===== src/rtl/addr_seq_gen.sv =====
// Address sequence generator.
// Walks an address between latched inclusive bounds in one of four modes
// (up single-pass, down single-pass, up circular, ping-pong). It advances
// by a latched step on each enabled cycle in RUN.
// Ports:
//   clk, reset        - clock, synchronous active-high reset
//   start, abort, en  - load+run, return to IDLE, advance one step
//   mode              - 00 up, 01 down, 10 circular, 11 ping-pong
//   lo_bound/hi_bound - inclusive address bounds
//   step              - address increment (0 behaves as 1)
//   address, dir      - current address and direction (1 = up)
//   carry             - one-cycle pulse after a terminal step
//   busy, done        - state is RUN / DONE
//   cfg_err           - one-cycle pulse when a start is rejected (lo > hi)
module addr_seq_gen #(
  parameter int unsigned AD_W = 4,
  parameter int unsigned ST_W = 3
) (
  input  logic            clk,
  input  logic            reset,
  input  logic            start,
  input  logic            abort,
  input  logic            en,
  input  logic [1:0]      mode,
  input  logic [AD_W-1:0] lo_bound,
  input  logic [AD_W-1:0] hi_bound,
  input  logic [ST_W-1:0] step,
  output logic [AD_W-1:0] address,
  output logic            carry,
  output logic            dir,
  output logic            busy,
  output logic            done,
  output logic            cfg_err
);

  localparam int unsigned XW = AD_W + 1;

  localparam logic [1:0] MODE_UP   = 2'b00;
  localparam logic [1:0] MODE_DOWN = 2'b01;
  localparam logic [1:0] MODE_CIRC = 2'b10;
  localparam logic [1:0] MODE_PING = 2'b11;

  typedef enum logic [1:0] {
    IDLE = 2'b00,
    RUN  = 2'b01,
    DONE = 2'b10
  } state_t;

  state_t          state;
  logic [1:0]      cfg_mode;
  logic [AD_W-1:0] cfg_lo;
  logic [AD_W-1:0] cfg_hi;
  logic [ST_W-1:0] cfg_step;

  logic            start_ok_c;
  logic [ST_W-1:0] eff_step_c;
  logic [XW-1:0]   span_c;
  logic            term_c;
  logic [AD_W-1:0] addr_next_c;

  // Start qualification and effective step for the incoming configuration.
  always_comb begin
    start_ok_c = (lo_bound <= hi_bound);
    eff_step_c = (step == '0) ? ST_W'(1) : step;
  end

  // Distance to the bound in the current direction, one bit wider so it
  // never wraps; a step larger than that distance is terminal.
  always_comb begin
    span_c      = '0;
    addr_next_c = address;
    if (dir) begin
      span_c      = XW'(cfg_hi) - XW'(address);
      addr_next_c = address + AD_W'(cfg_step);
    end else begin
      span_c      = XW'(address) - XW'(cfg_lo);
      addr_next_c = address - AD_W'(cfg_step);
    end
    term_c = (span_c < XW'(cfg_step));
  end

  // Sequencer state, configuration and registered outputs.
  always_ff @(posedge clk) begin
    if (reset) begin
      state    <= IDLE;
      address  <= '0;
      dir      <= 1'b1;
      carry    <= 1'b0;
      cfg_err  <= 1'b0;
      busy     <= 1'b0;
      done     <= 1'b0;
      cfg_mode <= MODE_UP;
      cfg_lo   <= '0;
      cfg_hi   <= '0;
      cfg_step <= ST_W'(1);
    end else begin
      carry   <= 1'b0;
      cfg_err <= 1'b0;
      if (start) begin
        if (start_ok_c) begin
          cfg_mode <= mode;
          cfg_lo   <= lo_bound;
          cfg_hi   <= hi_bound;
          cfg_step <= eff_step_c;
          state    <= RUN;
          busy     <= 1'b1;
          done     <= 1'b0;
          if (mode == MODE_DOWN) begin
            address <= hi_bound;
            dir     <= 1'b0;
          end else begin
            address <= lo_bound;
            dir     <= 1'b1;
          end
        end else begin
          // Rejected start freezes everything else this cycle.
          cfg_err <= 1'b1;
        end
      end else if (abort) begin
        state <= IDLE;
        busy  <= 1'b0;
        done  <= 1'b0;
      end else if (state == RUN && en) begin
        if (!term_c) begin
          address <= addr_next_c;
        end else begin
          carry <= 1'b1;
          case (cfg_mode)
            MODE_CIRC: address <= cfg_lo;
            MODE_PING: dir <= ~dir;
            default: begin
              state <= DONE;
              busy  <= 1'b0;
              done  <= 1'b1;
            end
          endcase
        end
      end
    end
  end

endmodule


===== config.mk =====
export PLATFORM = sky130hd
export DESIGN_NAME = addr_seq_gen
export DESIGN_NICKNAME = d
export VERILOG_FILES = /design/src/rtl/addr_seq_gen.sv
export SDC_FILE = /design/constraint.sdc
export NUM_CORES = 1
export LEC_CHECK = 0
export ABC_AREA = 1
export BUFFER_PORTS_ARGS = -buffer_cell sky130_fd_sc_hd__buf_2
export CAP_MARGIN = 20
export CORE_ASPECT_RATIO = 1.5
export CORE_MARGIN = 4
export CORE_UTILIZATION = 35
export CTS_CLUSTER_DIAMETER = 80
export CTS_CLUSTER_SIZE = 10
export DETAILED_ROUTE_END_ITERATION = 8
export SYNTH_ARGS = -nofsm -noshare
export SYNTH_HDL_FRONTEND = slang
export SYNTH_SLANG_ARGS = --single-unit

===== constraint.sdc =====
create_clock -name clk -period 3 [get_ports clk]
set_clock_uncertainty 0.2 [all_clocks]
set_input_delay 0.6 -clock clk [delete_from_list [all_inputs] [get_ports clk]]
set_output_delay 0.6 -clock clk [all_outputs]
set_load 0.05 [all_outputs]

# Word-level counts from Yosys, hierarchy flattened
# Cells that the tools add are included.
# classes
reduce_logical	14
eq_ne	8
muxes	37
bitwise	3
n_lt_le_gt_ge	2
add_sub_neg	4
# ops
op	n
$mux W4	8
$mux W1	21
$mux W2	6
$sub A4 B4 Y5	2
$reduce_and A4 Y1	2
$reduce_bool A2 Y1	3
$reduce_bool A3 Y1	2
$lt A5 B3 Y1	1
$mux W5	1
$reduce_and A5 Y1	1
$add A4 B3 Y4	1
$eq A2 B1 Y1 const B	2
$eq A2 B2 Y1 const B	2
$le A4 B4 Y1	1
$reduce_or A2 Y1	2
$reduce_or A4 Y1	1
$sub A4 B3 Y4	1
$logic_not A3 Y1	1
$mux W3	1
$ne A3 B1 Y1 const B	1
$ne A3 B2 Y1 const B	1
$not A1 Y1	3
$ne A2 B1 Y1 const B	1
$ne A2 B2 Y1 const B	1
2 further kinds	2
# word_totals
register_bits	24
inputBits	18
word_cells	79
out_inout_bits	9

# Depth between registers and ports, before layout
# Gate-level depths: netlist of run 1.
# logic_depth
depth_word	7
mapped_depth	18
depth_no_buf	18

# Least setup slack after synthesis of run 1
# Ideal clock, no wire load.
# synth_timing
path_kind	register -> register
startpoint	register address[0]
endpoint	register dir
path_buffers	0
period_less_slack_ns	2.817
t_arrival_ns	2.497
slack_ns	0.183
setup_ns	0.119
required_ns	2.681
path_stages_with_launch	18
cell_sequence	dfxtp_1 inv_1 ha_1 inv_1 fa_1 nand2_1 nand2_1 ha_1 nand2_1 nand2_1 nand2_1 nand2_2 inv_1 nand2_2 nand2_1 nand2_1 a21oi_1 o21ai_1
# synth_via
elab_chain_cells	5
elab_cells_between_ends	6
cone_classes	2 x add/sub; 1 x order compare; 1 x mux; 2 x reduce/logical
# synth_lines
element	line_no	source
start, declared	28	output logic [AD_W-1:0] address,
start signal, assigned	109	address <= hi_bound;
start signal, assigned	112	address <= lo_bound;
start signal, assigned	125	address <= addr_next_c;
$sub A4 B4 Y5, on equally long branches	76, 73	
$mux W5 *	72	if (dir) begin
$lt A5 B3 Y1 *	79	term_c = (span_c < XW'(cfg_step));
$reduce_bool A2 Y1 (no line) *	n/a	
$reduce_and A5 Y1 (no line) *	n/a	
end signal, assigned	130	MODE_PING: dir <= ~dir;
end, declared	30	output logic dir,
# Every way passes the cells marked *; elsewhere a longest branch is shown, timed or not.
# A chain may end at the register's enable or synchronous reset.

# Worst setup path in the final report of run 1
# Same ends and word-level chain as after synthesis.

==> results.md, run 1 <==
* Status: complete, no violations
* Max_cap viols at 0
* Area growth syn-to-layout at 13.5%
* Post-synth EDFFs at 0
* Boundary pin count at 27
* Die W at 65.5 µm
* Ant diodes at 0
* Htree depth at 1
* Dpl ws at about 310 ps
* FP Rows at 31
* Leak Pwr at 1.00 nW
* Routed wire length at 3960 µm
* Hold Fails Final Rpt at 0
* Most frequent cells in the layout: nand2_1 (54), inv_1 (39), buf_2 (26)
* DR vias at 1595
* Crit path max fanout at 7
* DIE AREA at about 6200 µm²
* Core footprint at around 4800 µm²
* Root Buffer: clkbuf_8
* Average cell area after synthesis at between 6 and 7 µm²
* Reg2Reg Depth at 17
* Final WS setup at roughly 290 ps
* Worst skew pair latency at ~260 ps
* Post-synth cell types at 30
* Area of the multi-input gates at roughly 1100 µm²
* First-pass GRT wire length at a little under 7000 µm
* DRC errors left at 0
* Mapped Area at about 1700 µm²
* Hold Startpoint: cfg_hi[0]$_SDFFE_PP0P_
* Fin cells at about 340
* Fmax at around 0.37 GHz
* Vias in the first global route at 1584
* Placed Cells at 338
* # port buffers at 26
* Setup crit start kind: flip-flop
* Hold Path End: cfg_hi[0]$_SDFFE_PP0P_
* Critical path class: reg -> reg
* RSZ-0062 raised after global routing: no
* Slew Limit Fails at 0
* Worst endpoint data arrival time at around 2700 ps
* Clock Sinks at 22
* Global route overflow at 0
* Post-route antenna net violation count at 0
* Post-synthesis sequential area ratio at roughly 25%
* Iteration count of the initial detailed-routing pass at 4
* CTS tree: yes
* Most common cell after layout, fill and taps aside: nand2_1
* Reg2reg start: address[0]$_SDFFE_PP0P_
* PD cells at ~580 nW/µm²
* Worst hold slack at approximately 280 ps
* Max IR drop VDD at ~280 µV
* Initial antenna violation count at 0
* WL/cell at approximately 12 µm
* Worst path required time at just under 3000 ps
* Worst slew margin at 62.7%
* Hold Crit Class: reg -> reg
* Yosys reg bits at 22
* CTS Buf Count at 3
* Synth Flop Type: dfxtp_1
* Setup TNS at 0 ps
* Post-synthesis cell count at ~250
* Setup bufs post-CTS at 0
* CTS Buffer Depth at 2
* Gpl congestion at roughly 0.8
* Layout cell share with drive strength beyond 1 at ~17%
* Register area at between 400 and 500 µm²
* Fillers at 547
* Fin nets at around 320
* Routed vias/inst at 4.66
* Initial Utilization at between 30% and 40%
* Largest net degree at the start of global routing at 18
* Worst R2R Setup Slack at 290 ps
* Share of synthesized registers carrying an async set or reset at 0%
* Tightest Pin Transition at roughly 560 ps
* Drt initial violations at 46
* Critical path capture point type: flip-flop
* Setup violations, final at 0
* Minimum clock period at between 2000 and 3000 ps
* Die height at roughly 94 µm
* Hold path depth at 2
* Hold_buf cts at 0
* Yosys warns at 0
* Post-DP HPWL at 3380 µm
* Fin crit share at between 90 and 100%
* Post-synth net total at 290
* Worst R2R End: dir$_SDFFE_PP1P_
* Post_cts resized at 0
* Clock Pin Slew Worst Setup and Hold Paths at 80 ps
* Global Route Usage Sum at ~14%
[logic make-up after synthesis]
group	Yosys count	share of synthesized area, %
AOI/OAI and AO/OA	49	15.3
and+or+nand+nor	108	29.4
buffers and inverters	47	11.5
xor gates and xnor gates	4	2.02
DFF	22	25.4
adders and majority gates	21	16.4
[worst max-delay path, stage by stage, from the launching register on]
cell and delay (ps):
dfxtp_1 400, inv_1 80, ha_1 200, inv_1 90
fa_1 410, nand2_1 70, nand2_1 50, ha_1 260
nand2_1 60, nand2_1 70, nand2_1 70, nand2_2 90
inv_1 90, nand2_2 110, nand2_1 80, nand2_1 70
a21oi_1 120, o21ai_1 70
[metal layers]
metal,vias up,share of wire (%),GRT usage (%)
met4,0,2.7,6.06
met5,-,0,0
met1,695,42,15.9
met3,9,2.8,1.08
met2,26,53,26.0
li1,865,-,-
[state kept, by name, indices dropped and copies added (netlist names), 2 cells and up]
| register | count |
|---|---|
| cfg_mode | 2 |
| state | 2 |
| cfg_step | 3 |
| cfg_lo | 4 |
| address | 4 |
| cfg_hi | 4 |
[power breakdown]
part | internal [W] | switching, W
clock network | 0.000117 | 0.0000985
logic | 0.000201 | 0.000368
registers | 0.000323 | 0.0000261
total | 0.000641 | 0.000493
[cell usage after synthesis, types with 3 or more instances]
| master | count | area share [%] |
|---|---|---|
| inv_1 | 39 | 8.4 |
| xor2_1 | 4 | 2.0 |
| nand2_2 | 5 | 1.8 |
| a21oi_1 | 21 | 6.1 |
| nor2_2 | 6 | 2.2 |
| dfxtp_1 | 22 | 25 |
| ha_1 | 18 | 13 |
| nand3_1 | 23 | 6.6 |
| o211ai_1 | 4 | 1.7 |
| nor2_1 | 12 | 2.6 |
| fa_1 | 3 | 3.5 |
| o21ai_0 | 18 | 5.2 |
| nand2_1 | 54 | 12 |
| clkbuf_1 | 3 | 0.65 |
[how the worst max path moves through the flow]
stage | startpoint | end | slack [ps] | depth (start not counted)
4_1_cts | address[0]$_SDFFE_PP0P_ | dir$_SDFFE_PP1P_ | 280 | 17
5_1_grt | address[0]$_SDFFE_PP0P_ | state[1]$_SDFFE_PP0P_ | 70 | 17
3_3_place_gp | address[0]$_SDFFE_PP0P_ | dir$_SDFFE_PP1P_ | 320 | 17
3_5_place_dp | address[0]$_SDFFE_PP0P_ | dir$_SDFFE_PP1P_ | 310 | 17
6_report | address[0]$_SDFFE_PP0P_ | dir$_SDFFE_PP1P_ | 290 | 17
2_1_floorplan | address[0]$_SDFFE_PP0P_ | dir$_SDFFE_PP1P_ | 180 | 17
[per-stage QoR]
stage	power [W]	area (µm²)	utilization, %
2_1_floorplan	0.000811	1740	-
3_3_place_gp	0.000924	1920	39.9
3_5_place_dp	0.000928	1920	39.9
4_1_cts	0.00115	1970	41.0
5_1_grt	0.00125	1970	41.0
6_report	0.00113	1970	41.0
[final cells by class]
class                   count  share of cell area, %
clock buffers               4                   2.79
inverters                  40                   7.74
multi-input cells         182                   55.6
flip-flops and latches     22                   22.3
well taps                  66                   4.19
repair buffers             28                   7.36
Note: power is estimated with default switching activity, not from simulation.
==> inputs of run 2 (changes only) <==
==> constraint.sdc (replaced) <==
create_clock -name clk -period 3 [get_ports clk]
set_clock_uncertainty 0.2 [all_clocks]
set_input_delay 0.15 -clock clk [delete_from_list [all_inputs] [get_ports clk]]
set_output_delay 0.15 -clock clk [all_outputs]
set_load 0.05 [all_outputs]
==> run 2 against run 1 <==
Against the previous run:
- final cell count is 2.9% higher
- via count increased by 2.5%
- fmax up 0.44%
- final area increased by 5.1%
- routed wire length is 4.0% higher
- die area did not move
- flip-flop and latch count unchanged
- non-clock buffer count is 10 higher
==> results.md, run 2 (synthesis gave the netlist of run 1 again) <==
* Hold Fails Final Rpt at 0
* Clock Pin Slew Worst Setup and Hold Paths at approximately 80 ps
* Drt initial violations at 38
* Placed Cells at 338
* Area growth syn-to-layout at 19.3%
* Slew Limit Fails at 0
* Tightest Pin Transition at ~600 ps
* Initial antenna violation count at 0
* Gpl congestion at around 0.82
* Clock Sinks at 22
* Post-DP Area at 1920 µm²
* Most common cell after layout, fill and taps aside: nand2_1
* Status: complete, no violations
* CP top delay family: adder cells
* Crit path buf inv count at 3
* Setup violations, final at 0
* Die W at around 66 µm
* Final instance area at about 2100 µm²
* Post-DP HPWL at approximately 3500 µm
* Htree depth at 1
* Setup crit start kind: flip-flop
* Setup TNS at 0 ps
* Slowest cell on crit path: fa_1
* Crit path max fanout at 7
* Routed vias/inst at between 4 and 5
* Ant diodes at 0
* Total Power at about 0.0011 W
* Routed wire length at roughly 4100 µm
* Fin crit share at between 90% and 100%
* Max_cap viols at 0
* Cell Chain, Critical Path: inv_1 -> ha_1 -> inv_1 -> fa_1 -> nand2_1 -> nand2_1 -> ha_1 -> nand2_1 -> nand2_1 -> nand2_1 -> nand2_2 -> inv_1 -> nand2_2 -> nand2_1 -> nand2_1 -> a21oi_1 -> o21ai_1
* Post-Route Utilization at 43.1%
* Fin cells at ~350
* Fin nets at roughly 330
* DR vias at 1635
* Fmax at about 0.37 GHz
* Layout cell share with drive strength beyond 1 at about 17%
* DRC errors left at 0
* Die height at around 94 µm
* DIE AREA at slightly above 6000 µm²
* Hold Crit Class: in -> reg
* CP max stage delay at about 420 ps
* Leak Pwr at between 1 and 1.5 nW
* RSZ-0062 raised after global routing: no
* WL/cell at approximately 12 µm
* CTS Buf Count at 3
* Biggest registers after layout: address (4), cfg_hi (4), cfg_lo (4)
* Worst path required time at 2960 ps
* Max IR drop VDD at around 290 µV
* Critical path class: reg -> reg
* Global Route Usage Sum at between 10% and 20%
* Most frequent cells in the layout: nand2_1 (54), inv_1 (39), buf_2 (26)
* Largest net degree at the start of global routing at 18
* Worst slew margin at between 50% and 60%
* Post-route antenna net violation count at 0
* Vias in the first global route at ~1600
* Core footprint at 4810 µm²
* Post_cts resized at 0
* CTS Buffer Depth at 2
* PD cells at 553 nW/µm²
* Cell repeated most along the worst path: nand2_1
* Initial Utilization at 36.1%
* Iteration count of the initial detailed-routing pass at 4
* # port buffers at 26
* Worst skew pair latency at 260 ps
* Boundary pin count at 27
* CTS tree: yes
* Worst endpoint data arrival time at roughly 2700 ps
* FP Rows at 31
* Global route overflow at 0
* First-pass GRT wire length at ~7000 µm
* Root Buffer: clkbuf_8
* Critical path capture point type: flip-flop
* Minimum clock period at 2700 ps
==> run 2: cell count changes in the layout (fill, tap and decap cells not counted), sizes merged <==
cell	delta
dlygate4sd3	+10
==> run 2: per-stage QoR <==
| stage | hold slack, ps | worst slack, ps |
|---|---|---|
| floorplan | 19.1 | 183 |
| global placement | 203 | 309 |
| detailed placement | 201 | 277 |
| CTS | 3.56 | 266 |
| global route | 25.0 | 49.5 |
| finish | 8.80 | 299 |
==> run 2: final timing paths <==
check             slack, ps                      to                    start  cells past startpoint
setup / recovery        300        dir$_SDFFE_PP1P_  address[0]$_SDFFE_PP0P_                     17
hold / removal            9  cfg_lo[1]$_SDFFE_PP0P_              lo_bound[1]                      3
setup reg to reg        300        dir$_SDFFE_PP1P_  address[0]$_SDFFE_PP0P_                     17
hold reg to reg         270  cfg_hi[0]$_SDFFE_PP0P_   cfg_hi[0]$_SDFFE_PP0P_                      2
==> run 2: repair_timing <==
action,4_1_cts,5_1_grt
hold buffers,10,0
buffers inserted,0,0
hold endpoints to repair,14,0
==> run 2: layout make-up <==
class / count / area, µm²
Inverter: 40 / 153
Sequential cell: 22 / 440
Tap cell: 66 / 82.6
Multi-Input combinational cell: 182 / 1100
Fill cell: 530 / 2740
Clock buffer: 4 / 55.1
Timing Repair Buffer: 38 / 245
==> run 2: power by group <==
part           internal (W)  switching [W]  leakage (nW)
registers          0.000323      0.0000272         0.181
clock network      0.000117      0.0000939        0.0288
logic              0.000210       0.000375         0.835
==> run 2: tightest hold or removal path, cell delays in order <==
cell and delay, ps:
buf_2 100, o21ai_0 80, a21oi_1 100
==> run 2: layer usage <==
metal	track usage, %	up-vias	wire [µm]
met4	5.02	0	75
met3	0.958	5	120
met2	27.1	24	2170
met1	17.3	715	1750
met5	0	-	0
li1	-	891	-
==> inputs of run 3 (changes only) <==
CTS_BUF_LIST = sky130_fd_sc_hd__clkbuf_4 sky130_fd_sc_hd__clkbuf_8 sky130_fd_sc_hd__clkbuf_16   (was unset)
REMOVE_ABC_BUFFERS = 1   (was unset)
==> run 3 against run 2 <==
Against the previous run:
- sequential power is essentially flat
- critical endpoint is now address[2]$_SDFFE_PP0P_
- first-iteration DRC count shrank 2.6%
- fmax grew 2.1%
==> results.md, run 3 (synthesis gave the netlist of run 1 again) <==
* Die height at around 94 µm
* Biggest registers after layout: address (4), cfg_hi (4), cfg_lo (4)
* Crit path buf inv count at 2
* Final instance area at ~2100 µm²
* Global route overflow at 0
* WL/cell at between 10 and 15 µm
* Die W at 65.5 µm
* Placed Cells at around 340
* Worst R2R End: address[2]$_SDFFE_PP0P_
* Leak Pwr at 1.05 nW
* Worst path required time at just under 3000 ps
* Largest net degree at the start of global routing at 19
* Worst R2R Setup Slack at between 300 and 400 ps
* CTS Buf Count at 3
* CP top delay family: simple AND/OR/NAND/NOR gates
* Fmax at roughly 0.38 GHz
* Slew Limit Fails at 0
* FP Rows at 31
* First-pass GRT wire length at 7300 µm
* Post-route antenna net violation count at 0
* Worst endpoint data arrival time at between 2000 and 3000 ps
* Post-DP HPWL at between 3000 and 4000 µm
* Worst slew margin at approximately three fifths
* Setup TNS at 0 ps
* Hold Crit Class: in -> reg
* Setup violations, final at 0
* Fin nets at approximately 330
* Post-DP Area at 1910 µm²
* Area growth syn-to-layout at 20.4%
* Htree depth at 1
* Cell Chain, Critical Path: inv_1 -> fa_1 -> nor2_1 -> o22ai_1 -> ha_1 -> inv_1 -> nand2_2 -> nor2_2 -> nand2_2 -> nor2_8 -> nand3_4 -> nand2_4 -> nand2_1 -> nand2_1 -> nor2_2
* DRC errors left at 0
* Clock Sinks at 22
* CP max stage delay at between 400 and 500 ps
* Clock Pin Slew Worst Setup and Hold Paths at about 80 ps
* Minimum clock period at between 2000 and 3000 ps
* Gpl congestion at approximately 0.8
* DR vias at around 1600
* Global Route Usage Sum at between 15 and 20%
* # port buffers at 26
* Fin crit share at between 80% and 90%
* Slowest cell on crit path: dfxtp_1
* Setup bufs post-CTS at 0
* Max_cap viols at 0
* Drt initial violations at 37
* Critical path origin: address[1]$_SDFFE_PP0P_
* Ant diodes at 0
* CTS tree: yes
* Tightest Pin Transition at 584 ps
* Layout cell share with drive strength beyond 1 at roughly 16%
* Reg2Reg Depth at 15
* Status: complete, no violations
* Critical path class: reg -> reg
* Setup crit start kind: flip-flop
* Fin cells at roughly 350
* Reg2reg start: address[1]$_SDFFE_PP0P_
* Crit path max fanout at 8
* Stages on worst setup path at 15
* CTS Buffer Depth at 2
* Critical path capture point type: flip-flop
* Vias in the first global route at ~1600
* Initial Utilization at a little over a third
* Iteration count of the initial detailed-routing pass at 4
* Boundary pin count at 27
* Initial antenna violation count at 0
* Core footprint at ~4800 µm²
* Worst setup endpoint: address[2]$_SDFFE_PP0P_
* Post_cts resized at 0
* Worst skew pair latency at about 270 ps
* Routed vias/inst at between 4 and 5
* DIE AREA at a little over 6000 µm²
* RSZ-0062 raised after global routing: no
* Routed wire length at 4210 µm
* Max IR drop VDD at roughly 300 µV
* Most frequent cells in the layout: nand2_1 (54), inv_1 (39), buf_2 (26)
* Root Buffer: clkbuf_8
* Hold_buf cts at 11
* PD cells at slightly below 600 nW/µm²
* Hold Fails Final Rpt at 0
* Most common cell after layout, fill and taps aside: nand2_1
-- run 3: cell types whose count changed in the layout (fill, tap and decap cells not counted) --
cell,before,now
buf_4,2,1
bufinv_16,0,1
clkbuf_8,4,3
dlygate4sd3_1,10,11
-- run 3: tightest hold or removal path, cell delays in order --
cell     delay, ps
buf_2          100
o21ai_0         90
a21oi_1        100
-- run 3: layout make-up --
| type | instances | area [µm²] |
|---|---|---|
| Sequential cell | 22 | 440 |
| Clock buffer | 3 | 41.3 |
| Multi-Input combinational cell | 182 | 1100 |
| Fill cell | 513 | 2720 |
| Tap cell | 66 | 82.6 |
| Timing Repair Buffer | 38 | 248 |
| Clock inverter | 1 | 30.0 |
| Inverter | 40 | 153 |
-- run 3: worst min-delay path by stage --
stage	cells after the start	startpoint	slack, ps	end
finish	3	lo_bound[2]	10	cfg_lo[2]$_SDFFE_PP0P_
global route	4	abort	30	dir$_SDFFE_PP1P_
detailed placement	2	reset	200	state[1]$_SDFFE_PP0P_
CTS	3	lo_bound[2]	10	cfg_lo[2]$_SDFFE_PP0P_
floorplan	1	reset	20	state[0]$_SDFFE_PP0P_
global placement	3	mode[0]	200	cfg_mode[0]$_SDFFE_PP0P_
-- run 3: through the flow --
stage                     utilization (%)  total power, W  setup slack [ps]  hold slack, ps
after global routing                 43.5         0.00132               145            32.9
after CTS                            43.5         0.00122               322            11.4
after floorplan                         -        0.000797               140            19.1
after global placement               39.7        0.000924               329             203
final                                43.5         0.00121               356            10.9
after detailed placement             39.7        0.000929               329             202
-- run 3: per-layer routing --
| metal | share of wire [%] | vias up | global-route usage, % |
|---|---|---|---|
| met5 | 0 | - | 0 |
| li1 | - | 890 | - |
| met2 | 54 | 28 | 28.4 |
| met1 | 42 | 713 | 16.8 |
| met4 | 2.2 | 0 | 5.71 |
| met3 | 2.1 | 9 | 1.80 |
-- run 3: report_power, final --
| part | switching (W) | total [W] | leakage, nW | internal, W |
|---|---|---|---|---|
| Clock | 0.000104 | 0.000283 | 0.0357 | 0.000179 |
| Sequential | 0.0000272 | 0.000350 | 0.181 | 0.000323 |
| Combinational | 0.000370 | 0.000578 | 0.834 | 0.000208 |
